### src/rtl/time_syn_rx.sv
// Time-sync frame receiver: classifies AXIS sync frames by preamble, validates
// their length and sideband, and publishes the carried timestamp plus the local capture time.
module time_syn_rx #(
  parameter int P_FRAME_LEN = 8
) (
  input  logic        i_clk,
  input  logic        i_rst,
  input  logic [63:0] i_local_time,
  input  logic        i_rx_axis_tvalid,
  input  logic [63:0] i_rx_axis_tdata,
  input  logic        i_rx_axis_tlast,
  input  logic [7:0]  i_rx_axis_tkeep,
  input  logic        i_rx_axis_tuser,
  output logic        o_rx_axis_tready,
  output logic        o_ts_valid,
  output logic        o_std_valid,
  output logic        o_return_valid,
  output logic [63:0] o_rx_ts,
  output logic [63:0] o_rx_local_time,
  output logic [15:0] o_err_cnt
);

  localparam int CW = (P_FRAME_LEN > 2) ? $clog2(P_FRAME_LEN) : 1;
  localparam logic [CW-1:0] LAST_IDX = CW'(P_FRAME_LEN - 1);
  localparam logic [63:0] PRE_TS  = 64'h0000_0000_0000_0066;
  localparam logic [63:0] PRE_STD = 64'h0000_0000_0000_0088;
  localparam logic [63:0] PRE_RET = 64'h0000_0000_0000_0055;

  typedef enum logic [1:0] {IDLE = 2'd0, HDR = 2'd1, BODY = 2'd2, DROP = 2'd3} state_t;
  typedef enum logic [1:0] {T_TS = 2'd0, T_STD = 2'd1, T_RET = 2'd2} ftype_t;

  state_t      state_q, state_d;
  ftype_t      type_q, type_d;
  logic [CW-1:0] cnt_q, cnt_d;
  logic [63:0] cand_ts_q, cand_ts_d;
  logic [63:0] cand_lt_q, cand_lt_d;
  logic        keep_bad_q, keep_bad_d;
  logic        tready_q;
  logic        ts_valid_q, std_valid_q, ret_valid_q;
  logic [63:0] rx_ts_q, rx_lt_q;
  logic [15:0] err_cnt_q;

  logic accept_s, keep_ok_s, pre_hit_s, last_idx_s, keep_bad_nxt_s;
  logic good_s, bad_s;
  ftype_t pre_type_s;

  assign accept_s       = i_rx_axis_tvalid & tready_q;
  assign keep_ok_s      = (i_rx_axis_tkeep == 8'hFF);
  assign last_idx_s     = (cnt_q == LAST_IDX);
  assign keep_bad_nxt_s = keep_bad_q | ~keep_ok_s;

  // Preamble decode: full 64-bit compare against the three frame types
  always_comb begin
    pre_hit_s  = 1'b1;
    pre_type_s = T_TS;
    if (i_rx_axis_tdata == PRE_TS) begin
      pre_type_s = T_TS;
    end else if (i_rx_axis_tdata == PRE_STD) begin
      pre_type_s = T_STD;
    end else if (i_rx_axis_tdata == PRE_RET) begin
      pre_type_s = T_RET;
    end else begin
      pre_hit_s = 1'b0;
    end
  end

  // Frame FSM next-state, beat counter and per-frame verdict
  always_comb begin
    state_d    = state_q;
    type_d     = type_q;
    cnt_d      = cnt_q;
    cand_ts_d  = cand_ts_q;
    cand_lt_d  = cand_lt_q;
    keep_bad_d = keep_bad_q;
    good_s     = 1'b0;
    bad_s      = 1'b0;
    if (accept_s) begin
      case (state_q)
        IDLE: begin
          if (i_rx_axis_tlast) begin
            bad_s = 1'b1;
            cnt_d = '0;
          end else if (pre_hit_s && keep_ok_s) begin
            state_d    = HDR;
            type_d     = pre_type_s;
            cand_lt_d  = i_local_time;
            keep_bad_d = 1'b0;
            cnt_d      = CW'(1);
          end else begin
            state_d = DROP;
            cnt_d   = CW'(1);
          end
        end
        HDR, BODY: begin
          if (state_q == HDR) begin
            cand_ts_d = i_rx_axis_tdata;
          end else begin
            cand_ts_d = cand_ts_q;
          end
          keep_bad_d = keep_bad_nxt_s;
          if (i_rx_axis_tlast) begin
            state_d = IDLE;
            cnt_d   = '0;
            if (last_idx_s && !keep_bad_nxt_s && !i_rx_axis_tuser) begin
              good_s = 1'b1;
            end else begin
              bad_s = 1'b1;
            end
          end else if (last_idx_s) begin
            // Overlong frame: error is charged once when DROP sees tlast
            state_d = DROP;
          end else begin
            state_d = BODY;
            cnt_d   = cnt_q + CW'(1);
          end
        end
        DROP: begin
          if (i_rx_axis_tlast) begin
            state_d = IDLE;
            cnt_d   = '0;
            bad_s   = 1'b1;
          end else if (last_idx_s) begin
            cnt_d = cnt_q;
          end else begin
            cnt_d = cnt_q + CW'(1);
          end
        end
        default: begin
          state_d = IDLE;
          cnt_d   = '0;
        end
      endcase
    end else begin
      state_d = state_q;
    end
  end

  // State, counter and candidate registers
  always_ff @(posedge i_clk or posedge i_rst) begin
    if (i_rst) begin
      state_q    <= IDLE;
      type_q     <= T_TS;
      cnt_q      <= '0;
      cand_ts_q  <= 64'd0;
      cand_lt_q  <= 64'd0;
      keep_bad_q <= 1'b0;
    end else begin
      state_q    <= state_d;
      type_q     <= type_d;
      cnt_q      <= cnt_d;
      cand_ts_q  <= cand_ts_d;
      cand_lt_q  <= cand_lt_d;
      keep_bad_q <= keep_bad_d;
    end
  end

  // Registered results: pulses, published timestamps, saturating error count
  always_ff @(posedge i_clk or posedge i_rst) begin
    if (i_rst) begin
      tready_q    <= 1'b0;
      ts_valid_q  <= 1'b0;
      std_valid_q <= 1'b0;
      ret_valid_q <= 1'b0;
      rx_ts_q     <= 64'd0;
      rx_lt_q     <= 64'd0;
      err_cnt_q   <= 16'd0;
    end else begin
      tready_q    <= 1'b1;
      ts_valid_q  <= good_s && (type_q == T_TS);
      std_valid_q <= good_s && (type_q == T_STD);
      ret_valid_q <= good_s && (type_q == T_RET);
      if (good_s) begin
        rx_ts_q <= cand_ts_d;
        rx_lt_q <= cand_lt_q;
      end
      if (bad_s && (err_cnt_q != 16'hFFFF)) begin
        err_cnt_q <= err_cnt_q + 16'd1;
      end
    end
  end

  assign o_rx_axis_tready = tready_q;
  assign o_ts_valid       = ts_valid_q;
  assign o_std_valid      = std_valid_q;
  assign o_return_valid   = ret_valid_q;
  assign o_rx_ts          = rx_ts_q;
  assign o_rx_local_time  = rx_lt_q;
  assign o_err_cnt        = err_cnt_q;

endmodule

### config.mk
export PLATFORM = sky130hd
export DESIGN_NAME = time_syn_rx
export DESIGN_NICKNAME = d
export VERILOG_FILES = /design/src/rtl/time_syn_rx.sv
export SDC_FILE = /design/constraint.sdc
export NUM_CORES = 1
export LEC_CHECK = 0
export CELL_PAD_IN_SITES_DETAIL_PLACEMENT = 0
export CELL_PAD_IN_SITES_GLOBAL_PLACEMENT = 1
export CORE_AREA = 5 5 213 163
export CTS_CLUSTER_DIAMETER = 30
export DETAILED_ROUTE_END_ITERATION = 10
export DIE_AREA = 0 0 218 168
export DONT_BUFFER_PORTS = 1
export GPL_ROUTABILITY_DRIVEN = 0
export PLACE_DENSITY = 0.65
export SETUP_SLACK_MARGIN = 0.02
export SLEW_MARGIN = 20
export SYNTH_ARGS = -nofsm -noshare
export SYNTH_HDL_FRONTEND = slang
export SYNTH_SLANG_ARGS = --single-unit
### constraint.sdc
create_clock -name i_clk -period 12.5 [get_ports i_clk]
set_input_delay 3.125 -clock i_clk [delete_from_list [all_inputs] [get_ports i_clk]]
set_output_delay 3.125 -clock i_clk [all_outputs]
set_load 0.1 [all_outputs]
==> Word level (Yosys, flattened, before mapping) <==
Cells that the tools add are included.
{ "word_totals": {"out_inout_bits": 148, "input_bits": 141, "wordCells": 84, "ff_bits": 284} }
{ "classes": {"n_eq_ne": 15, "n_bitwise": 4, "add_sub_neg": 2, "muxes": 31, "reduce_logical": 19} }
{ "ops": {"columns": ["op", "count"], "rows": [
  ["64-bit two-way mux", 3],
  ["64-bit by 7-bit equality test with 1-bit output, second input constant", 2],
  ["64-bit by 8-bit equality test with 1-bit output, second input constant", 1],
  ["16-bit by 1-bit adder with 16-bit output, second input constant", 1],
  ["16-bit != test, second input constant", 1],
  ["1-bit two-way mux", 15],
  ["2-bit two-way mux", 7],
  ["8-bit equality test, second input constant", 1],
  ["4-bit AND reduction", 2],
  ["1-bit logical AND", 7],
  ["2-bit equality test, second input constant", 3],
  ["3-bit two-way mux", 2],
  ["2-bit != test, second input constant", 3],
  ["2-bit one-hot mux with 3 select lines", 1],
  ["3-bit one-hot mux with 2 select lines", 1],
  ["2-bit by 1-bit equality test with 1-bit output, second input constant", 2],
  ["2-bit zero test", 2],
  ["1-bit one-hot mux with 2 select lines", 2],
  ["2-bit OR reduction", 2],
  ["3-bit by 1-bit adder with 3-bit output, second input constant", 1],
  ["3-bit equality test, second input constant", 1],
  ["3-bit != test, second input constant", 1],
  ["3-bit AND reduction", 1],
  ["3-bit OR reduction", 1],
  ["other kinds (6)", 8]
]} }

==> Depth between registers and ports, before layout <==
{ "depth": {"ltp_word": 11, "depth_mapped": 8, "depth_no_buf": 7} }

==> Worst setup path before layout <==
OpenSTA, ideal clock, no wires.
{ "synth_timing": {"kind": "input to register", "startpoint": "in i_rx_axis_tdata[25]", "endpoint": "reg cand_lt_q[10]", "setup_ps": 125, "slack_ps": 7736, "required_ps": 12375, "n_path_buf": 2, "cell_stages": 7, "t_arrival_ps": 4639, "cell_sequence": "nor4_1 -> nand4_1 -> nor4_4 -> nand3_2 -> buf_4 -> buf_6 -> mux2_4"} }
{ "synth_via": {"elab_chain_cells": 6, "word_cells_on_any_way": 8, "cone_classes": "3 x eq/ne; 3 x mux; 2 x reduce/logical"} }
{ "synth_rtl": {"columns": ["item", "line", "source"], "rows": [
  ["start, declared", "10", "input logic [63:0] i_rx_axis_tdata,"],
  ["64-bit by 7-bit equality test with 1-bit output", "60", "end else if (i_rx_axis_tdata == PRE_RET) begin"],
  ["1-bit two-way mux", "60", null],
  ["1-bit two-way mux", "58", "end else if (i_rx_axis_tdata == PRE_STD) begin"],
  ["1-bit two-way mux (*)", "56", "if (i_rx_axis_tdata == PRE_TS) begin"],
  ["1-bit logical AND (*)", "83", "end else if (pre_hit_s && keep_ok_s) begin"],
  ["4-bit AND reduction (no source line) (*)", null, null],
  ["end signal, assigned", "152", "cand_lt_q <= cand_lt_d;"],
  ["end, declared", "36", "logic [63:0] cand_lt_q, cand_lt_d;"]
]} }
Mark *: on every way between the ends. The rest lies on a longest branch, timed or not.
A chain may end at the register's enable or synchronous reset.

==> Worst setup path in the final report <==
{ "layout_timing": {"startpoint": "in i_rx_axis_tdata[45]", "endpoint": "reg cand_lt_q[4]"} }
Same word-level chain as after synthesis.

==> results.ini <==
[timing]
rsz0062_at_grt=false
period_share_pct=42.8
max_slew_margin_pct=28.5
setup_viol=0
finalHoldViolations=0
tns_ps=0
timing.fmax_ghz=0.187
finalCriticalPeriod_ps=5350
drv_slew=0
fin_skew_ps=23.4
tightest_slew_ps=1070

[critical_path]
cp-end-kind=flop
path_max_fanout=41
worstPathArrival_ps=5760
crit_required_ps=12920
timing.critical_path.from_type=input pin
path_class=input pin to flop
reg2reg_slack_ps=9110

[cts]
clock_path_buffers=3
clk_pin_slew_ps=50
cts_max_level=2
hold_buffers=0
ctsRootBufferMaster=clkbuf_16
cts_buffers=52
cts_resized=0
cts_tree=yes
postCtsSetupBuffers=0
cts.sinks=284
clock_latency_ps=550

[global_routing]
grt_pass1_wl_um=39600
grt-ovfl-total=0
grt_use_total_pct=13.7
grt_max_degree=93
grt_pass1_vias=6286
antenna_found_initial=4

[run]
cap_violations=0

[synthesis]
synth_compound_area_share_pct=1.13
synthMuxAreaShare_pct=27.3
synth_seq_cells=284
synth_cells=701
synth_top_area_share_pct=63.6
yosys.area_share.simple_pct=4.57
yosys-top-cells-area=dfrtp_1 64%, mux2_2 23%, mux2_4 3.9%
synth_edf_count=0
syn_area_per_cell_um2=15.9
synth_top_family_by_area=multiplexers
synth_nets=848
ys_types=42
synth_ff_type=dfrtp_1
synthAdderAreaFrac_pct=0.671
yosys.area_share.xor_xnor_pct=1.10
synth_common_cells=284 x dfrtp_1, 231 x mux2_2, 29 x mux2_4
synth.most_common_cell=dfrtp_1
yosysWarnings=0
synth_top_cell_by_area=dfrtp_1
async_reset_ff_share_pct=100
ys_seq_area_share_pct=63.6
syn_area_um2=11200

[drt]
drc=0
routed_wl_um=25600
drtIter0Drc=301
wl_per_cell_um=21.0
first_pass_iters=4
viasPerCell=4.84
via_count=5897
drtAntennaViolNets=0

[power_and_ir_drop]
power_mw=2.76
intPower_mw=2.06
switching_share_pct=25.3
ir_worst_vdd_v=0.000105
clkPwrFrac_pct=50.4
power_density_nw_per_um2=205
seq_power_share_pct=41.1
p_sw_mw=0.697
p_comb_share_pct=8.5
leakagePower_nw=6.51

[final_layout]
nNetsFinal=881
antenna_cells=0
drive_above_1_share_pct=47.4
layout-area-overhead-vs-synth_pct=20.1
n_fill_cell=2964

[placed_design]
port_buffers=0
dp_hpwl_um=17400

[floorplan]
die_w_um=218
std_cell_rows=57
die_h_um=168
die_area_um2=36600
core_area_um2=32200
start_util_pct=34.7
io_pins=289

[outcome]
outcome=finished, final reports clean

[worst_hold_path]
hold_class=flop to flop

==> cell usage in the layout (no fill, tap or decap), types with 6 or more instances in the layout <==
cell	n
and3_1	7
buf_4	8
clkbuf_16	52
clkinv_2	8
clkinv_4	6
clkinvlp_4	7
dfrtp_1	284
ha_1	6
inv_6	6
mux2_2	231
mux2_4	29
nand2_1	11
nand3_1	6
nand4_1	9
nor2_1	7
nor4_1	16
xnor2_1	10
==> flip-flops by register name, summed over array words and instances (netlist names), 2 cells and up <==
signal and count:
cand_lt_q 64, type_q 2, o_err_cnt 16, cnt_q 3
o_rx_ts 64, state_q 2, o_rx_local_time 64, cand_ts_q 64
==> power groups by stage <==
| stage | registers, mW | clock network (mW) | logic, mW |
|---|---|---|---|
| after global placement | 1.15 | 0 | 0.233 |
| final | 1.13 | 1.39 | 0.234 |
| after detailed placement | 1.15 | 0 | 0.240 |
| after global routing | 1.14 | 1.48 | 0.265 |
| after floorplan | 1.14 | 0 | 0.194 |
| after CTS | 1.13 | 1.43 | 0.239 |
==> worst max-delay path, stage by stage <==
cell and delay (ps):
nor4_1 490, nand4_1 310, nor4_4 450, nand3_4 430, buf_4 510, mux2_4 390
==> area by class of cell <==
cell class	count	area [um2]	area share, %
multi-input cells	382	3910	29.1
inverters	6	30.0	0.224
repair buffers	8	60.1	0.447
flip-flops and latches	284	7110	52.9
clock buffers	62	1390	10.3
well taps	442	553	4.12
clock inverters	34	375	2.80
==> metal layers <==
layer / part of all wire (%) / track usage (%) / vias up
met5: 0.21 / 0 / -
met4: 2.3 / 4.23 / 6
met3: 10 / 6.75 / 56
met2: 46 / 20.9 / 188
met1: 41 / 17.3 / 3040
li1: - / - / 2607
==> worst paths after layout <==
kind | start | to | cells after the start
setup / recovery | i_rx_axis_tdata[45] | cand_lt_q[4] | 6
hold / removal | cand_ts_q[49] | cand_ts_q[49] | 1
setup reg to reg | o_rx_axis_tready | o_rx_local_time[48] | 6
hold reg to reg | cand_ts_q[49] | cand_ts_q[49] | 1
max in group asynchronous | i_rst | cand_ts_q[53] | 3
min in group asynchronous | i_rst | cand_lt_q[34] | 1
==> cell families (layout without fill, tap and decap cells) <==
family                     Yosys count  count (layout)
adders and majority gates            6               6
and+or+nand+nor                     82              82
muxes                              262             262
DFF                                284             284
AOI/OAI and AO/OA                   17              17
other                                1               1
xor gates and xnor gates            14              14
buffers and inverters               35             110
==> per-stage QoR <==
step	instance area [um2]	instances	setup WS (ps)	utilization (%)	hold slack [ps]
global route	13400	1218	6970	41.6	498
floorplan	11200	701	1540	-	431
finish	13400	1218	7150	41.6	488
CTS	13400	1218	7090	41.6	490
detailed placement	11700	1122	6500	36.2	478
global placement	11700	1122	6560	36.2	474
Note: power is estimated with default switching activity, not from simulation.
